`src/rtl/step_diff_counter.sv`:
```
// step_diff_counter: two step-driven counters (A and B) whose registered
// difference (cnt_b - cnt_a) is streamed out over a valid/ready port.
// A small IDLE/RUN/DRAIN FSM governs when the counters advance and lets a
// pending result drain after stop before returning to IDLE.
module step_diff_counter #(
  parameter int WIDTH = 6,
  parameter bit SAT   = 1'b0
) (
  input  logic             clk,
  input  logic             rst,
  input  logic             start,
  input  logic             stop,
  input  logic [WIDTH-1:0] step_a,
  input  logic [WIDTH-1:0] step_b,
  input  logic             out_ready,
  output logic             out_valid,
  output logic [WIDTH-1:0] diff,
  output logic             borrow,
  output logic [WIDTH-1:0] cnt_a,
  output logic [WIDTH-1:0] cnt_b,
  output logic             ovf_a,
  output logic             ovf_b,
  output logic             busy,
  output logic [1:0]       state_dbg
);

  // Output handshake: a result (diff, borrow) is presented while out_valid
  // is high and is consumed on any rising edge where out_valid and
  // out_ready are both high. Once raised, out_valid and the result hold
  // until that transfer; a new advance may refill the slot on the very
  // edge that transfers the old result.

  typedef enum logic [1:0] {
    IDLE  = 2'd0,
    RUN   = 2'd1,
    DRAIN = 2'd2
  } state_t;

  state_t state;
  state_t state_nxt;

  logic             clear;
  logic             advance;
  logic             xfer;
  logic [WIDTH:0]   sum_a;
  logic [WIDTH:0]   sum_b;
  logic [WIDTH-1:0] nxt_a;
  logic [WIDTH-1:0] nxt_b;

  // Next-state logic plus the clear/advance strobes for the datapath.
  always_comb begin
    state_nxt = state;
    clear     = 1'b0;
    advance   = 1'b0;
    xfer      = out_valid && out_ready;
    case (state)
      IDLE: begin
        // stop beats start when both arrive together
        if (start && !stop) begin
          clear     = 1'b1;
          state_nxt = RUN;
        end
      end
      RUN: begin
        if (stop) begin
          // a result still waiting on the consumer must drain first
          if (out_valid && !out_ready) state_nxt = DRAIN;
          else                         state_nxt = IDLE;
        end else if (!out_valid || out_ready) begin
          advance = 1'b1;
        end
      end
      DRAIN: begin
        if (xfer) state_nxt = IDLE;
      end
      default: state_nxt = IDLE;
    endcase
  end

  // Counter adders; the extra MSB is the carry that sets the sticky flag.
  always_comb begin
    sum_a = {1'b0, cnt_a} + {1'b0, step_a};
    sum_b = {1'b0, cnt_b} + {1'b0, step_b};
    nxt_a = (SAT && sum_a[WIDTH]) ? {WIDTH{1'b1}} : sum_a[WIDTH-1:0];
    nxt_b = (SAT && sum_b[WIDTH]) ? {WIDTH{1'b1}} : sum_b[WIDTH-1:0];
  end

  // FSM state register.
  always_ff @(posedge clk) begin
    if (rst) state <= IDLE;
    else     state <= state_nxt;
  end

  // Valid flag: set by an advance, cleared by a transfer without refill.
  always_ff @(posedge clk) begin
    if (rst)          out_valid <= 1'b0;
    else if (advance) out_valid <= 1'b1;
    else if (xfer)    out_valid <= 1'b0;
  end

  // Counters, overflow flags and the registered difference result.
  always_ff @(posedge clk) begin
    if (rst) begin
      cnt_a  <= '0;
      cnt_b  <= '0;
      ovf_a  <= 1'b0;
      ovf_b  <= 1'b0;
      diff   <= '0;
      borrow <= 1'b0;
    end else if (clear) begin
      cnt_a  <= '0;
      cnt_b  <= '0;
      ovf_a  <= 1'b0;
      ovf_b  <= 1'b0;
    end else if (advance) begin
      // difference always wraps and uses the pre-advance counter values
      diff   <= cnt_b - cnt_a;
      borrow <= (cnt_b < cnt_a);
      cnt_a  <= nxt_a;
      cnt_b  <= nxt_b;
      ovf_a  <= ovf_a | sum_a[WIDTH];
      ovf_b  <= ovf_b | sum_b[WIDTH];
    end
  end

  assign busy      = (state == RUN) || (state == DRAIN);
  assign state_dbg = state;

endmodule

```
`config.mk`:
```
export PLATFORM = sky130hd
export DESIGN_NAME = step_diff_counter
export DESIGN_NICKNAME = d
export VERILOG_FILES = /design/src/rtl/step_diff_counter.sv
export SDC_FILE = /design/constraint.sdc
export NUM_CORES = 1
export LEC_CHECK = 0
export CORE_ASPECT_RATIO = 0.75
export CORE_MARGIN = 2
export CORE_UTILIZATION = 40
export DETAILED_ROUTE_END_ITERATION = 16
export PLACE_DENSITY = 0.75
export REMOVE_ABC_BUFFERS = 1
export SETUP_SLACK_MARGIN = 0.5
export SYNTH_ARGS = -nofsm -noshare
export SYNTH_HDL_FRONTEND = slang
export SYNTH_SLANG_ARGS = --single-unit
```
`constraint.sdc`:
```
create_clock -name clk -period 3.1 [get_ports clk]
set_input_delay 0.62 -clock clk [delete_from_list [all_inputs] [get_ports clk]]
set_output_delay 0.62 -clock clk [all_outputs]
set_load 0.02 [all_outputs]
```
==> results of run 1 <==
==> through the flow <==
step	worst slack (ns)	cell area, um2
global route	0.6934	2158
floorplan	1.114	1600
finish	0.8201	2158
CTS	0.8189	2158
global placement	0.6102	2087
detailed placement	0.5168	2087
==> final cells by class <==
class,instances,area [um2]
Clock buffer,3,41.29
Clock inverter,1,30.03
Fill cell,390,1821
Inverter,15,56.30
Multi-Input combinational cell,148,1064
Sequential cell,24,480.5
Tap cell,55,68.82
Timing Repair Buffer,42,417.9
==> state kept, by name, indices dropped and copies added (netlist names) <==
| name | cells |
|---|---|
| cnt_a | 6 |
| cnt_b | 6 |
| diff | 6 |
| state_dbg | 2 |
| borrow | 1 |
| out_valid | 1 |
| ovf_a | 1 |
| ovf_b | 1 |
==> per-layer routing <==
| layer | wire (um) | vias to the layer above | global-route usage | part of all wire |
|---|---|---|---|---|
| li1 | - | 736 | - | - |
| met1 | 1762 | 646 | 0.2191 | 0.52 |
| met5 | 0 | - | 0 | 0 |
| met4 | 0 | 0 | 0.01531 | 0 |
| met2 | 1472 | 37 | 0.2549 | 0.43 |
| met3 | 157 | 0 | 0.04116 | 0.046 |
==> logic make-up after synthesis <==
family,count (synthesis)
AO/OA/AOI/OAI,44
XOR/XNOR,11
adder cells (fa/ha/maj),24
buffers and inverters,20
flip-flops,24
AND/OR/NAND/NOR,69
==> cell usage in the layout (no fill, tap or decap), types with 3 or more instances in the layout <==
master,count
nor2_1,10
nand2_1,34
inv_1,15
and2_1,3
xnor2_1,8
a21oi_1,28
clkbuf_8,3
nand3_1,3
ha_1,21
a211oi_1,6
xor2_1,3
clkdlybuf4s50_1,41
dfxtp_1,24
and3_4,3
a21o_1,4
fa_1,3
nand2b_1,4
==> where the power goes <==
part           switching (mW)  internal (mW)  total [mW]
sequential            0.00837          0.316       0.325
clock                   0.104          0.173       0.277
combinational          0.0812         0.0795       0.161
total                   0.194          0.569       0.762
==> path summary, 6_finish.rpt <==
check	start	cells after the start	end
setup / recovery	step_a[0]	8	ovf_a
hold / removal	diff[5]	2	diff[5]
setup reg to reg	state_dbg[1]	7	diff[0]
hold reg to reg	diff[5]	2	diff[5]
==> worst register-to-register path, cell delays in order (launching register included) <==
cell	delay [ns]
dfxtp_1	0.33
inv_1	0.10
ha_1	0.17
nor2b_2	0.19
nand2_1	0.36
a21oi_4	0.36
nor2_1	0.07
a211oi_1	0.19
==> flow_summary.json, run 1 <==
{
  "status": "finished clean",
  "cp_top_family": "adder cells",
  "num_vias": 1419,
  "synth-edff-count": 0,
  "p_total_mw": 0.7624,
  "drc_errors": 0,
  "worst-slew-pin-transition_ns": 0.5979,
  "rsz0062_at_grt": "false",
  "leakage_nw": 0.8483,
  "grt_pass1_vias": 1268,
  "finalMaxSlewViolations": 0,
  "ys_ff_latch": 24,
  "dp_cells": 284,
  "cts_buffer_depth": 2,
  "fmax_mhz": 438.6,
  "post_cts_buffers": 0,
  "slowest_delay_ns": 0.41,
  "drt_iter0_markers": 64,
  "synth_most_common_cell": "nand2_1",
  "cp_cell_sequence": "clkdlybuf4s50_1, ha_1, fa_1, a21o_1, a21oi_1, nor2b_1, nor4_1, nor3_1",
  "start_util": 0.4088,
  "synth_cell_types": 31,
  "path_buf_inv": 1,
  "worstSetupEndpointType": "flip-flop",
  "holdBufCountCts": 0,
  "whs_ns": 0.4606,
  "synth_top_family_by_area": "simple AND/OR/NAND/NOR gates",
  "arrival_ns": 2.42,
  "drtPass1Iterations": 4,
  "peakVddDrop_mv": 0.1628,
  "power_density_nw_per_um2": 353.2,
  "ys_warn_count": 0,
  "wl_um": 3392,
  "hold_violations": 0,
  "synth_xor_area_frac": 0.05923,
  "ant_nets": 0,
  "reg2reg_slack_ns": 1.23,
  "grt_pass1_wl_um": 5761,
  "final_util": 0.5425,
  "muxShareOfSynthArea": 0,
  "gp_congestion": 0.8104,
  "numPortBuffers": 41,
  "synth-async-reset-ratio": 0,
  "num_antenna_cells": 0,
  "worstSkewPairLatency_ns": 0.27,
  "cts_resized": 0,
  "wl_per_cell_um": 11.78,
  "yosysTopAreaCellShare": 0.2954,
  "fin_cells": 288,
  "synthAdderAreaFrac": 0.1985,
  "dieArea_um2": 4598,
  "synth_compound_area_frac": 0.1892,
  "synth_seq_area_share": 0.2954,
  "tns_ns": 0,
  "cts_tree": "built",
  "crit_fanout": 2,
  "cp_slowest_cell": "clkdlybuf4s50_1",
  "synth-simple-area-share": 0.2069,
  "grt-ovfl-total": 0,
  "fp.dieW_um": 77.64,
  "slew_headroom": 0.6014,
  "grt_use_total": 0.1569,
  "synth_area_um2": 1627,
  "yosys-top-cells-count": "34 x nand2_1, 28 x a21oi_1, 24 x dfxtp_1, 21 x ha_1, 15 x inv_1",
  "vias_per_cell": 4.927,
  "pin_count": 42,
  "crit_type": "in2reg",
  "fp.dieH_um": 59.23,
  "synthTopCellsByArea": "dfxtp_1 30%, ha_1 16%, a21oi_1 8.6%",
  "max_cap_viol_count": 0,
  "synth_area_leader_cell": "dfxtp_1",
  "synth_area_per_cell_um2": 8.472,
  "clk_pin_slew_ns": 0.09,
  "nets": 275,
  "finClkSkew_ns": 0.006968,
  "dp_hpwl_um": 2680,
  "cp_data_required_time_ns": 3.24,
  "core_area_um2": 3979,
  "synth_ff_type": "dfxtp_1",
  "num_rows": 20,
  "h-tree-depth": 1,
  "drive_gt1_frac": 0.06438,
  "hp-class": "reg2reg",
  "grt_start_max_net_pins": 16,
  "clkSinkCount": 24,
  "cts_root_buffer": "clkbuf_8",
  "critPathLaunchType": "input port",
  "cts_inserted_buffers": 3,
  "syn_to_final_growth_pct": 32.69,
  "post-route-period-util": 0.7354,
  "synth_cells": 192,
  "grt_antenna_before_repair": 0,
  "period_needed_ns": 2.280,
  "finalSetupViolations": 0
}
Note: power is estimated with default switching activity, not from simulation.
==> run 2, diff against run 1 <==
clock period = 2.1 ns   (was 3.1 ns; I/O delays follow)
==> run 2 against run 1 <==
Compared with the run above:
- global-route usage rose by 3.4 points
- final cell count increased by 7.3%
- sequential share of layout area decreased by 2.4 points
- utilization up 11 points
- largest cell class unchanged
==> flow_summary.json, run 2 (same netlist as run 1, synthesis figures left out) <==
{
  "drt_iter0_markers": 57,
  "critPathLaunchType": "flip-flop",
  "cts_buffer_depth": 2,
  "wl_um": 4578,
  "power_density_nw_per_um2": 460.6,
  "ant_nets": 0,
  "holdBufCountCts": 0,
  "numPortBuffers": 41,
  "final_cell_mix": "33 x nand2_1, 30 x dlygate4sd2_1, 23 x a21oi_1",
  "rsz0062_at_grt": "true",
  "period_needed_ns": 1.785,
  "finClkSkew_ns": 0.01295,
  "fin_cells": 309,
  "vias_per_cell": 5.071,
  "grt-ovfl-total": 0,
  "nets": 296,
  "cp_data_required_time_ns": 2.25,
  "grt_use_total": 0.1913,
  "slowest_delay_ns": 0.38,
  "hp-class": "reg2reg",
  "pin_count": 42,
  "num_antenna_cells": 0,
  "drive_gt1_frac": 0.3583,
  "cp_slowest_cell": "dfxtp_4",
  "grt_start_max_net_pins": 16,
  "post-route-period-util": 0.8498,
  "worstSetupEndpointType": "flip-flop",
  "hold_violations": 0,
  "gp_congestion": 0.7800,
  "grt_pass1_vias": 1466,
  "clk_pin_slew_ns": 0.10,
  "path_buf_inv": 0,
  "num_rows": 20,
  "wl_per_cell_um": 14.82,
  "slew_headroom": 0.8042,
  "max_cap_viol_count": 0,
  "drtPass1Iterations": 4,
  "cp_top_family": "adder cells",
  "dieArea_um2": 4598,
  "p_total_mw": 1.200,
  "dp_cells": 294,
  "fp.dieW_um": 77.64,
  "finalSetupViolations": 0,
  "core_area_um2": 3979,
  "top_regs": "cnt_a (6), cnt_b (6), diff (6)",
  "nFillCells": 303,
  "worst-slew-pin-transition_ns": 0.2919,
  "drc_errors": 0,
  "clkSinkCount": 24,
  "grt_pass1_wl_um": 6934,
  "h-tree-depth": 1,
  "status": "finished clean",
  "cts_tree": "built",
  "syn_to_final_growth_pct": 60.23,
  "peakVddDrop_mv": 0.2789,
  "leakage_nw": 1.100,
  "dp_hpwl_um": 2825,
  "crit_fanout": 4,
  "cts_root_buffer": "clkbuf_8",
  "start_util": 0.4088,
  "worstSkewPairLatency_ns": 0.27,
  "crit_type": "reg2reg",
  "cp_cell_sequence": "ha_4, fa_2, a21o_1, a21oi_2, nor2b_2, nor4_2, nor3_1",
  "cts_inserted_buffers": 3,
  "fp.dieH_um": 59.23,
  "layout_commonest_cell": "nand2_1",
  "num_vias": 1567,
  "finalMaxSlewViolations": 0,
  "fmax_mhz": 560.4,
  "arrival_ns": 1.94,
  "grt_antenna_before_repair": 0
}
run 2: repair_timing:
action                                 4_1_cts  5_1_grt
cloned                                       0        0
resized for setup                           80       38
pin swaps                                   30       29
setup endpoints to repair                   40       16
endpoints found under the hold margin        0        0
setup buffers                                3        8
run 2: path summary, 6_finish.rpt:
path            start       to  slack (ns)  depth (start not counted)
max reg2reg  cnt_b[0]    ovf_b        0.32                          7
min           diff[3]  diff[3]        0.46                          2
max          cnt_b[0]    ovf_b        0.32                          7
min reg2reg   diff[3]  diff[3]        0.46                          2
run 2: final cells by class:
cell class	instances	area (um2)	area share
sequential	24	516.7	0.1983
clock buffer	3	41.29	0.01584
tap	55	68.82	0.02640
clock inverter	1	30.03	0.01152
timing repair buffer	63	553.0	0.2122
multi-input combinational	148	1335	0.5122
inverter	15	61.31	0.02352
run 2: routing by layer:
| metal | vias up | track usage | wire length [um] |
|---|---|---|---|
| li1 | 781 | - | - |
| met1 | 732 | 0.2403 | 2090 |
| met5 | - | 0 | 0 |
| met2 | 44 | 0.3313 | 2164 |
| met4 | 0 | 0.04847 | 102 |
| met3 | 10 | 0.05030 | 221 |
run 2: stage by stage:
stage | setup WS, ns | setup TNS (ns) | util | cell area (um2) | hold WS (ns)
finish | 0.3154 | 0 | 0.6550 | 2606 | 0.4647
global route | 0.2088 | 0 | 0.6550 | 2606 | 0.4927
CTS | 0.3113 | 0 | 0.6057 | 2410 | 0.4625
detailed placement | -0.2026 | -0.8031 | 0.5434 | 2162 | 0.4537
global placement | -0.1458 | -0.6031 | 0.5434 | 2162 | 0.4414
floorplan | 0.3145 | 0 | - | 1600 | 0.4891
run 2: power breakdown:
part | internal [mW] | total [mW] | switching [mW]
logic | 0.157 | 0.311 | 0.155
registers | 0.461 | 0.478 | 0.0171
clock network | 0.255 | 0.411 | 0.156
run 2: worst register-to-register path, cell delays in order (launching register included):
cell and delay [ns]:
dfxtp_4 0.38, ha_4 0.17, fa_2 0.36, a21o_1 0.18, a21oi_2 0.20, nor2b_2 0.07
nor4_2 0.25, nor3_1 0.07
==> run 3, diff against run 2 <==
clock period = 1.7 ns   (was 2.1 ns; I/O delays follow)
==> run 3 against run 2 <==
Compared with the run above:
- the flow now finishes with violations (negative setup slack)
- combinational power grew 77%
- clock skew grew 0.0027 ns
- hold slack gained 0.0063 ns
- first-iteration DRC count grew 77%
- largest cell class unchanged
- non-clock buffer count grew 25
- die area is the same
- clock power grew 29%
- final area grew 19%
- worst setup slack lost 0.44 ns
- wire length grew 32%
==> flow_summary.json, run 3 (same netlist as run 1, synthesis figures left out) <==
{
  "status": "finished, violations left",
  "violations": "negative setup slack",
  "layout_commonest_cell": "buf_6",
  "grt_start_max_net_pins": 15,
  "grt_pass1_vias": 1695,
  "wl_per_cell_um": 18.02,
  "grt_use_total": 0.2294,
  "worst_slack_ns": -0.1197,
  "fin_cells": 335,
  "pin_count": 42,
  "arrival_ns": 2.04,
  "intPower_mw": 1.170,
  "num_vias": 1774,
  "p_total_mw": 1.665,
  "hp-class": "reg2reg",
  "worstSkewPairLatency_ns": 0.29,
  "fp.dieW_um": 77.64,
  "grt-ovfl-total": 0,
  "drtPass1Iterations": 4,
  "h-tree-depth": 1,
  "clockPowerShare": 0.318,
  "cp_data_required_time_ns": 1.92,
  "crit_fanout": 3,
  "cp_cell_sequence": "inv_4, ha_4, inv_2, fa_2, a211oi_2, nor2_2, xor2_1, nand2_1, a21oi_1",
  "dp_hpwl_um": 2997,
  "final_util": 0.7777,
  "multi_input_area_um2": 1558,
  "clk_pin_slew_ns": 0.10,
  "cts_buffer_depth": 2,
  "num_rows": 20,
  "grt_antenna_before_repair": 0,
  "peakVddDrop_mv": 0.4272,
  "gp_congestion": 0.8214,
  "seqPwrFrac": 0.353,
  "preCtsSetupSlack_ns": -0.5205,
  "final_cell_mix": "27 x buf_6, 25 x buf_4, 24 x nand2_1",
  "drt_iter0_markers": 101,
  "path_buf_inv": 2,
  "nFillCells": 230,
  "post-route-period-util": 1.070,
  "drive_gt1_frac": 0.6143,
  "vias_per_cell": 5.296,
  "worstSetupEndpointType": "flip-flop",
  "slowest_delay_ns": 0.40,
  "top_regs": "cnt_a (6), cnt_b (6), diff (6)",
  "finalSetupViolations": 5,
  "grt_pass1_wl_um": 8197,
  "worst-slew-pin-transition_ns": 0.3099,
  "hold_violations": 0,
  "rsz0062_at_grt": "true",
  "cp_top_family": "adder cells",
  "cts_tree": "built",
  "switching_power_mw": 0.4953,
  "slew_headroom": 0.7919,
  "fmax_mhz": 549.5,
  "holdBufCountCts": 0,
  "leakage_nw": 1.304,
  "nets": 322,
  "max_cap_viol_count": 0,
  "clkSinkCount": 24,
  "wl_um": 6036,
  "ff_latch_area_um2": 525.5,
  "drc_errors": 0,
  "start_util": 0.4088,
  "ant_nets": 0,
  "syn_to_final_growth_pct": 90.23,
  "crit_type": "reg2reg",
  "period_needed_ns": 1.820,
  "num_antenna_cells": 0,
  "critPathLaunchType": "flip-flop",
  "core_area_um2": 3979,
  "dp_cells": 312,
  "swShare": 0.2974,
  "cp_slowest_cell": "fa_2",
  "power_density_nw_per_um2": 538.2,
  "comb_power_share": 0.329,
  "numPortBuffers": 41,
  "finClkSkew_ns": 0.01568,
  "finalMaxSlewViolations": 0,
  "cts_inserted_buffers": 3,
  "cts_root_buffer": "clkbuf_8",
  "dieArea_um2": 4598,
  "fp.dieH_um": 59.23
}
-- run 3: worst paths after layout --
path | startpoint | slack [ns] | cells past startpoint | endpoint
worst max register to register | cnt_b[0] | -0.12 | 9 | diff[4]
worst min register to register | borrow | 0.47 | 2 | borrow
worst min-delay path | borrow | 0.47 | 2 | borrow
worst max-delay path | cnt_b[0] | -0.12 | 9 | diff[4]
-- run 3: per-layer routing --
metal  track usage  vias to the layer above  share of wire
met4       0.06122                        0          0.025
met1        0.2892                      860           0.44
met2        0.4138                       60           0.49
li1              -                      835              -
met5             0                        -              0
met3       0.03659                       19          0.044
-- run 3: power groups by stage --
stage / sequential, mW / clock (mW) / combinational [mW]
floorplan: 0.621 / 0 / 0.166
global placement: 0.603 / 0 / 0.344
global route: 0.589 / 0.549 / 0.581
detailed placement: 0.603 / 0 / 0.351
CTS: 0.588 / 0.522 / 0.435
finish: 0.587 / 0.529 / 0.549
-- run 3: cell type report --
type                       instances  area share
tap                               55     0.02224
multi-input combinational        149      0.5034
inverter                          15     0.02062
clock inverter                     1    0.009705
clock buffer                       3     0.01334
timing repair buffer              88      0.2608
sequential                        24      0.1698
-- run 3: timing repair --
item / 4_1_cts / 5_1_grt
cloned: 3 / 0
gates resized for setup: 215 / 52
setup buffers: 3 / 13
pin swaps: 41 / 47
endpoints found under the setup margin: 48 / 34
-- run 3: per-stage QoR --
stage               hold slack [ns]  area, um2  TNS [ns]
finish                       0.4709       3094   -0.4799
CTS                          0.4643       2773  -0.09584
global route                 0.4940       3094   -0.9321
floorplan                    0.4091       1600   -0.4834
global placement             0.4493       2322    -3.582
detailed placement           0.4529       2322    -3.882
-- run 3: worst min-delay path: stages, from the launching register on --
cell	delay, ns
dfxtp_1	0.32
nand2_1	0.05
a21oi_1	0.05
